File: src/rtl/ant_base_pkt_framer_if.sv
// Framer data-path bundle: the payload stream into the framer and the framed stream out.
interface ant_base_pkt_framer_if;
    logic [63:0] din;
    logic        din_valid;
    logic [63:0] dout;
    logic        dout_valid;
    logic        dout_sof;
    logic        dout_eof;

    modport slave (
        input  din, din_valid,
        output dout, dout_valid, dout_sof, dout_eof
    );

    modport master (
        output din, din_valid,
        input  dout, dout_valid, dout_sof, dout_eof
    );
endinterface

File: src/rtl/ant_base_pkt_framer.sv
// Cuts the channelized 64-bit stream into PKT_WORDS-word packets, each prefixed by a
// header {mcnt, ant_base + ant_idx, PKT_WORDS}, for the 10GbE transmit path.
module ant_base_pkt_framer #(
    parameter int PKT_WORDS = 128,
    parameter int N_ANT     = 4
) (
    input  logic                         user_clk,
    input  logic                         user_rst_n,
    input  logic [31:0]                  ant_base,
    input  logic                         sync_in,
    input  logic                         err_clr,
    ant_base_pkt_framer_if.slave         bus,
    output logic                         err_overrun,
    output logic                         err_sync
);
    localparam int              AW       = (N_ANT > 1) ? $clog2(N_ANT) : 1;
    localparam logic [15:0]     PKT_LEN  = 16'(PKT_WORDS);
    localparam logic [AW-1:0]   ANT_LAST = AW'(N_ANT - 1);

    typedef enum logic [1:0] {IDLE, RUN, DROP} state_t;

    state_t         state, state_nxt;
    logic [15:0]    wcnt, wcnt_nxt, wcnt_inc;
    logic [31:0]    mcnt, mcnt_nxt;
    logic [AW-1:0]  ant_idx, idx_nxt;
    logic [15:0]    base_q, base_cur;
    logic           base_load;
    logic           last_q, last_nxt;
    logic           hdr_fire, pay_acc, pay_last, adv;
    logic           set_ovr, set_sync;
    logic [63:0]    hdr;

    logic [63:0]    d_p0;
    logic           vld_p0, eof_p0;

    logic           unused_hi;
    assign unused_hi = ^ant_base[31:16];

    function automatic logic [63:0] pack_hdr(input logic [31:0] m, input logic [15:0] base,
                                             input logic [AW-1:0] idx);
        return {m, base + 16'(idx), PKT_LEN};
    endfunction

    // Header fields seen at the first-word cycle; a coincident sync restarts numbering.
    assign base_cur = (sync_in || base_load) ? ant_base[15:0] : base_q;
    assign hdr      = sync_in ? pack_hdr(32'd0, base_cur, '0)
                              : pack_hdr(mcnt, base_cur, ant_idx);
    assign wcnt_inc = wcnt + 16'd1;

    always_comb begin
        state_nxt = state;
        wcnt_nxt  = wcnt;
        hdr_fire  = 1'b0;
        pay_acc   = 1'b0;
        pay_last  = 1'b0;
        adv       = 1'b0;
        set_ovr   = 1'b0;
        set_sync  = 1'b0;
        last_nxt  = 1'b0;
        if (sync_in) begin
            set_sync = (state != IDLE) && (wcnt != 16'd0);
            if (bus.din_valid) begin
                hdr_fire  = 1'b1;
                pay_acc   = 1'b1;
                wcnt_nxt  = 16'd1;
                state_nxt = RUN;
            end else begin
                wcnt_nxt  = 16'd0;
                state_nxt = IDLE;
            end
        end else begin
            case (state)
                IDLE: if (bus.din_valid) begin
                    wcnt_nxt = 16'd1;
                    if (last_q) begin
                        set_ovr   = 1'b1;
                        state_nxt = DROP;
                    end else begin
                        hdr_fire  = 1'b1;
                        pay_acc   = 1'b1;
                        state_nxt = RUN;
                    end
                end
                RUN, DROP: if (bus.din_valid) begin
                    pay_acc = (state == RUN);
                    if (wcnt_inc == PKT_LEN) begin
                        pay_last  = (state == RUN);
                        adv       = 1'b1;
                        last_nxt  = 1'b1;
                        wcnt_nxt  = 16'd0;
                        state_nxt = IDLE;
                    end else begin
                        wcnt_nxt = wcnt_inc;
                    end
                end
                default: state_nxt = IDLE;
            endcase
        end

        // Dropped packets still advance numbering so it stays aligned to the spectrum.
        mcnt_nxt = mcnt;
        idx_nxt  = ant_idx;
        if (sync_in) begin
            mcnt_nxt = 32'd0;
            idx_nxt  = '0;
        end else if (adv) begin
            if (ant_idx == ANT_LAST) begin
                idx_nxt  = '0;
                mcnt_nxt = mcnt + 32'd1;
            end else begin
                idx_nxt  = ant_idx + AW'(1);
            end
        end
    end

    always_ff @(posedge user_clk) begin
        if (!user_rst_n) begin
            state       <= IDLE;
            wcnt        <= 16'd0;
            mcnt        <= 32'd0;
            ant_idx     <= '0;
            base_q      <= 16'd0;
            base_load   <= 1'b1;
            last_q      <= 1'b0;
            err_overrun <= 1'b0;
            err_sync    <= 1'b0;
        end else begin
            state       <= state_nxt;
            wcnt        <= wcnt_nxt;
            mcnt        <= mcnt_nxt;
            ant_idx     <= idx_nxt;
            last_q      <= last_nxt;
            base_load   <= 1'b0;
            if (sync_in || base_load)
                base_q <= ant_base[15:0];
            err_overrun <= set_ovr  | (err_overrun & ~err_clr);
            err_sync    <= set_sync | (err_sync & ~err_clr);
        end
    end

    always_ff @(posedge user_clk) begin
        if (!user_rst_n) begin
            d_p0           <= 64'd0;
            vld_p0         <= 1'b0;
            eof_p0         <= 1'b0;
            bus.dout       <= 64'd0;
            bus.dout_valid <= 1'b0;
            bus.dout_sof   <= 1'b0;
            bus.dout_eof   <= 1'b0;
        end else begin
            // p0: payload held one cycle to open the slot for the header
            d_p0   <= bus.din;
            vld_p0 <= pay_acc;
            eof_p0 <= pay_last;
            // p1: output mux; an in-flight payload word beats a header on collision
            if (vld_p0) begin
                bus.dout       <= d_p0;
                bus.dout_valid <= 1'b1;
                bus.dout_sof   <= 1'b0;
                bus.dout_eof   <= eof_p0;
            end else if (hdr_fire) begin
                bus.dout       <= hdr;
                bus.dout_valid <= 1'b1;
                bus.dout_sof   <= 1'b1;
                bus.dout_eof   <= 1'b0;
            end else begin
                bus.dout       <= 64'd0;
                bus.dout_valid <= 1'b0;
                bus.dout_sof   <= 1'b0;
                bus.dout_eof   <= 1'b0;
            end
        end
    end
endmodule

File: src/flat_wrapper.sv
// flat-port wrapper written by rule: the top's interface ports become plain ports
module ant_base_pkt_framer_flat 
#(
    parameter int PKT_WORDS = 128,
    parameter int N_ANT     = 4
)
  (user_clk, user_rst_n, ant_base, sync_in, err_clr, err_overrun, err_sync, bus_din, bus_din_valid, bus_dout, bus_dout_valid, bus_dout_sof, bus_dout_eof);
  ant_base_pkt_framer_if bus_i ();
  input  logic user_clk;
  input  logic user_rst_n;
  input  logic [31:0] ant_base;
  input  logic sync_in;
  input  logic err_clr;
  output logic err_overrun;
  output logic err_sync;
  input wire logic [$bits(bus_i.din)-1:0] bus_din;
  input wire logic [$bits(bus_i.din_valid)-1:0] bus_din_valid;
  output wire logic [$bits(bus_i.dout)-1:0] bus_dout;
  output wire logic [$bits(bus_i.dout_valid)-1:0] bus_dout_valid;
  output wire logic [$bits(bus_i.dout_sof)-1:0] bus_dout_sof;
  output wire logic [$bits(bus_i.dout_eof)-1:0] bus_dout_eof;
  assign bus_i.din = bus_din;
  assign bus_i.din_valid = bus_din_valid;
  assign bus_dout = bus_i.dout;
  assign bus_dout_valid = bus_i.dout_valid;
  assign bus_dout_sof = bus_i.dout_sof;
  assign bus_dout_eof = bus_i.dout_eof;
  ant_base_pkt_framer #(.PKT_WORDS(PKT_WORDS), .N_ANT(N_ANT)) u_core (.user_clk(user_clk), .user_rst_n(user_rst_n), .ant_base(ant_base), .sync_in(sync_in), .err_clr(err_clr), .bus(bus_i), .err_overrun(err_overrun), .err_sync(err_sync));
endmodule
File: config.mk
export PLATFORM = sky130hd
export DESIGN_NAME = ant_base_pkt_framer_flat
export DESIGN_NICKNAME = d
export VERILOG_FILES = /design/src/rtl/ant_base_pkt_framer_if.sv /design/src/rtl/ant_base_pkt_framer.sv /design/src/flat_wrapper.sv
export SDC_FILE = /design/constraint.sdc
export NUM_CORES = 1
export LEC_CHECK = 0
export CORE_MARGIN = 1.5
export CORE_UTILIZATION = 46
export CTS_CLUSTER_DIAMETER = 80
export DETAILED_ROUTE_END_ITERATION = 8
export GPL_ROUTABILITY_DRIVEN = 0
export PLACE_DENSITY_LB_ADDON = 0.1
export SLEW_MARGIN = 20
export SYNTH_ARGS = -nofsm -noshare
export SYNTH_HDL_FRONTEND = slang
export SYNTH_SLANG_ARGS = --single-unit
File: constraint.sdc
create_clock -name user_clk -period 3.3 [get_ports user_clk]
set_input_delay 0.495 -clock user_clk [delete_from_list [all_inputs] [get_ports user_clk]]
set_output_delay 0.495 -clock user_clk [all_outputs]
set_load 0.05 [all_outputs]
==> results.toml <==
[run_status]
status = "finished clean"

[yosys]
yosysSeqAreaShare_pct = 51.9
syn-cell-area_um2 = 7910
ys_warn_count = 0
syn_inst = 802
synthArstFlopShare_pct = 0
synth_edf_count = 0
synth_cell_types = 66
syn_nets = 913
ys_ff_latch = 205
avgSynthCellArea_um2 = 9.86
synthFlopType = "dfxtp_1"

[final_layout]
instances_no_fill = 1190
diodes = 0
drive_above_1_share_pct = 9.69
syn_to_final_growth_pct = 31.9
fin_util_pct = 62.5
nets = 1069

[routing]
drt_pre_antenna_iters = 5
top_layer = "met4"
wirelength_met1_um = 8150
wl_met3_um = 960
drt_wl_total_um = 18600
via_count = 6289
ant_nets = 0
route.met2.wl_um = 9200
wl_per_cell_um = 15.6
drt_iter0_drc = 354
vias_per_cell = 5.28
drc = 0

[power_and_ir_drop]
swShare_pct = 22.1
p_int_mw = 4.21
powerDensity_nw_per_um2 = 517
power_frac_seq_pct = 48.0
p_comb_share_pct = 8.6
leakage_nw = 3.94
vdd.ir_drop.worst_uv = 369
switchingPower_mw = 1.19
clkPwrFrac_pct = 43.5

[timing]
min_period_ps = 3080
report.final.slew_viol_count = 0
slew_headroom_pct = 60.4
fmax_mhz = 325
rsz0062_at_grt = "no"
finalHoldViolations = 0
setup_violations = 0
worst_pin_slew_ps = 578
period_share_pct = 93.2
tns_ps = 0
skew_ps = 16.0

[clocking]
cts_tree = "built"
clk_latency_ps = 500
cts_sinks = 205
post_cts_buffers = 0
cts_max_level = 1
postCtsHoldBufs = 0
clk_pin_slew_ps = 60
ctsResizeCount = 0
cts_buffers = 22
cts.path.max_buffers = 3
root_buffer = "clkbuf_16"

[grt]
grtUsageTotal_pct = 20.5
grt_max_degree = 59
antenna_found_initial = 0
grt_pass1_vias = 6202
grt-ovfl-total = 0
grt_pass1_wl_um = 30400

[placement]
place.port_buffers = 153
hpwl_um = 13100
dp_cells = 1154

[floorplanning]
die_w_um = 134
start_util_pct = 47.3
row_count = 47
die_area_um2 = 18000
io_pins = 170
core_region_area_um2 = 16700
die_h_um = 134

[critical_path]
required_ps = 3700
start_kind = "flop"
cp_max_fo = 13
crit_type = "reg -> reg"
endpoint_kind = "flop"
worstPathArrival_ps = 3480

[job]
maxCapViolCount = 0

[min_path]
hold_class = "reg -> reg"
## sequential cells by signal, summed over array words and instances (netlist names)
name                   count
u_core.ant_idx             2
u_core.base_load           1
u_core.base_q             16
u_core.bus.dout           64
u_core.bus.dout_eof        1
u_core.bus.dout_sof        1
u_core.bus.dout_valid      1
u_core.d_p0               64
u_core.eof_p0              1
u_core.err_overrun         1
u_core.err_sync            1
u_core.last_q              1
u_core.mcnt               32
u_core.state               2
u_core.vld_p0              1
u_core.wcnt               16
## cells in the final DEF (no fill, tap or decap), drive strengths merged, types with 4 or more instances in the layout
master,count
and3,27
a22o,43
ha,9
clkbuf,33
nand3b,7
a21oi,29
nor2b,4
a21o,4
nor4,23
nand2,59
and2,73
nor3,19
clkdlybuf4s50,152
o21ai,20
xor2,5
a21bo,4
dfxtp,205
mux2i,20
nand4,13
inv,16
a32o,4
nand3,20
or3,7
xnor2,25
or2,7
buf,28
and4,7
nor2,59
## final cells by class
cell class	count	area [um2]
Inverter	16	60.1
Clock buffer	33	653
Clock inverter	3	40.0
Timing Repair Buffer	180	1740
Tap cell	220	275
Fill cell	1435	6270
Sequential cell	205	4100
Multi-Input combinational cell	533	3560
## final timing paths
kind	startpoint	endpoint	slack, ps	cells after the start
worst min-delay path	u_core.d_p0[7]	u_core.bus.dout[7]	440	1
worst max register to register	u_core.wcnt[0]	u_core.state[0]	220	9
worst min register to register	u_core.d_p0[7]	u_core.bus.dout[7]	440	1
worst max-delay path	u_core.wcnt[0]	u_core.state[0]	220	9
## per-layer routing
layer / vias to the layer above / global-route usage [%]
met1: 2984 / 25.7
met5: - / 0
met2: 156 / 36.7
met3: 26 / 3.51
met4: 0 / 4.96
li1: 3123 / -
## logic make-up (layout without fill, tap and decap cells)
kind of cell	count (synthesis)	count (layout)	synth area share, %
buf+inv	64	232	3.37
simple gates	339	339	24.7
fa+ha+maj	10	10	1.68
compound gates	131	131	12.1
mux	23	23	2.96
xor+xnor	30	30	3.32
flops	205	205	51.9
## power groups by stage
stage               Combinational [mW]  Sequential [mW]  Clock [mW]
floorplan                        0.168             2.71           0
global placement                 0.455             2.64           0
detailed placement               0.463             2.64           0
CTS                              0.466             2.59        2.41
global route                     0.494             2.60        2.52
finish                           0.462             2.59        2.35
## cell usage after synthesis, types with 16 or more instances
| cell type | number | area share [%] |
|---|---|---|
| dfxtp_1 | 205 | 52 |
| and2_1 | 73 | 5.8 |
| mux2i_1 | 20 | 2.5 |
| nand3_1 | 19 | 1.2 |
| clkbuf_1 | 38 | 1.8 |
| and3_1 | 27 | 2.1 |
| o21ai_0 | 19 | 1.2 |
| a21oi_1 | 29 | 1.8 |
| a22o_1 | 43 | 4.8 |
| nor3_1 | 19 | 1.2 |
| nor2_1 | 58 | 2.8 |
| nand2_1 | 57 | 2.7 |
| inv_1 | 16 | 0.76 |
| xnor2_1 | 25 | 2.8 |
## metrics by stage
stage	total power, mW	hold slack [ps]	instance area (um2)	setup WS (ps)
3_3_place_gp	3.09	417	9730	127
6_report	5.40	440	10400	223
5_1_grt	5.61	453	10400	43.6
4_1_cts	5.46	434	10400	164
2_1_floorplan	2.88	401	7910	37.3
3_5_place_dp	3.11	419	9730	96.0
## worst max-delay path, cell delays in order (launching register included)
cell	delay [ps]
dfxtp_1	420
ha_1	290
nand3_2	190
nor3_1	320
mux2i_1	410
nand4_4	280
buf_4	290
or2_2	330
a21o_1	190
a211oi_1	250
(Power assumes the default switching activity.)
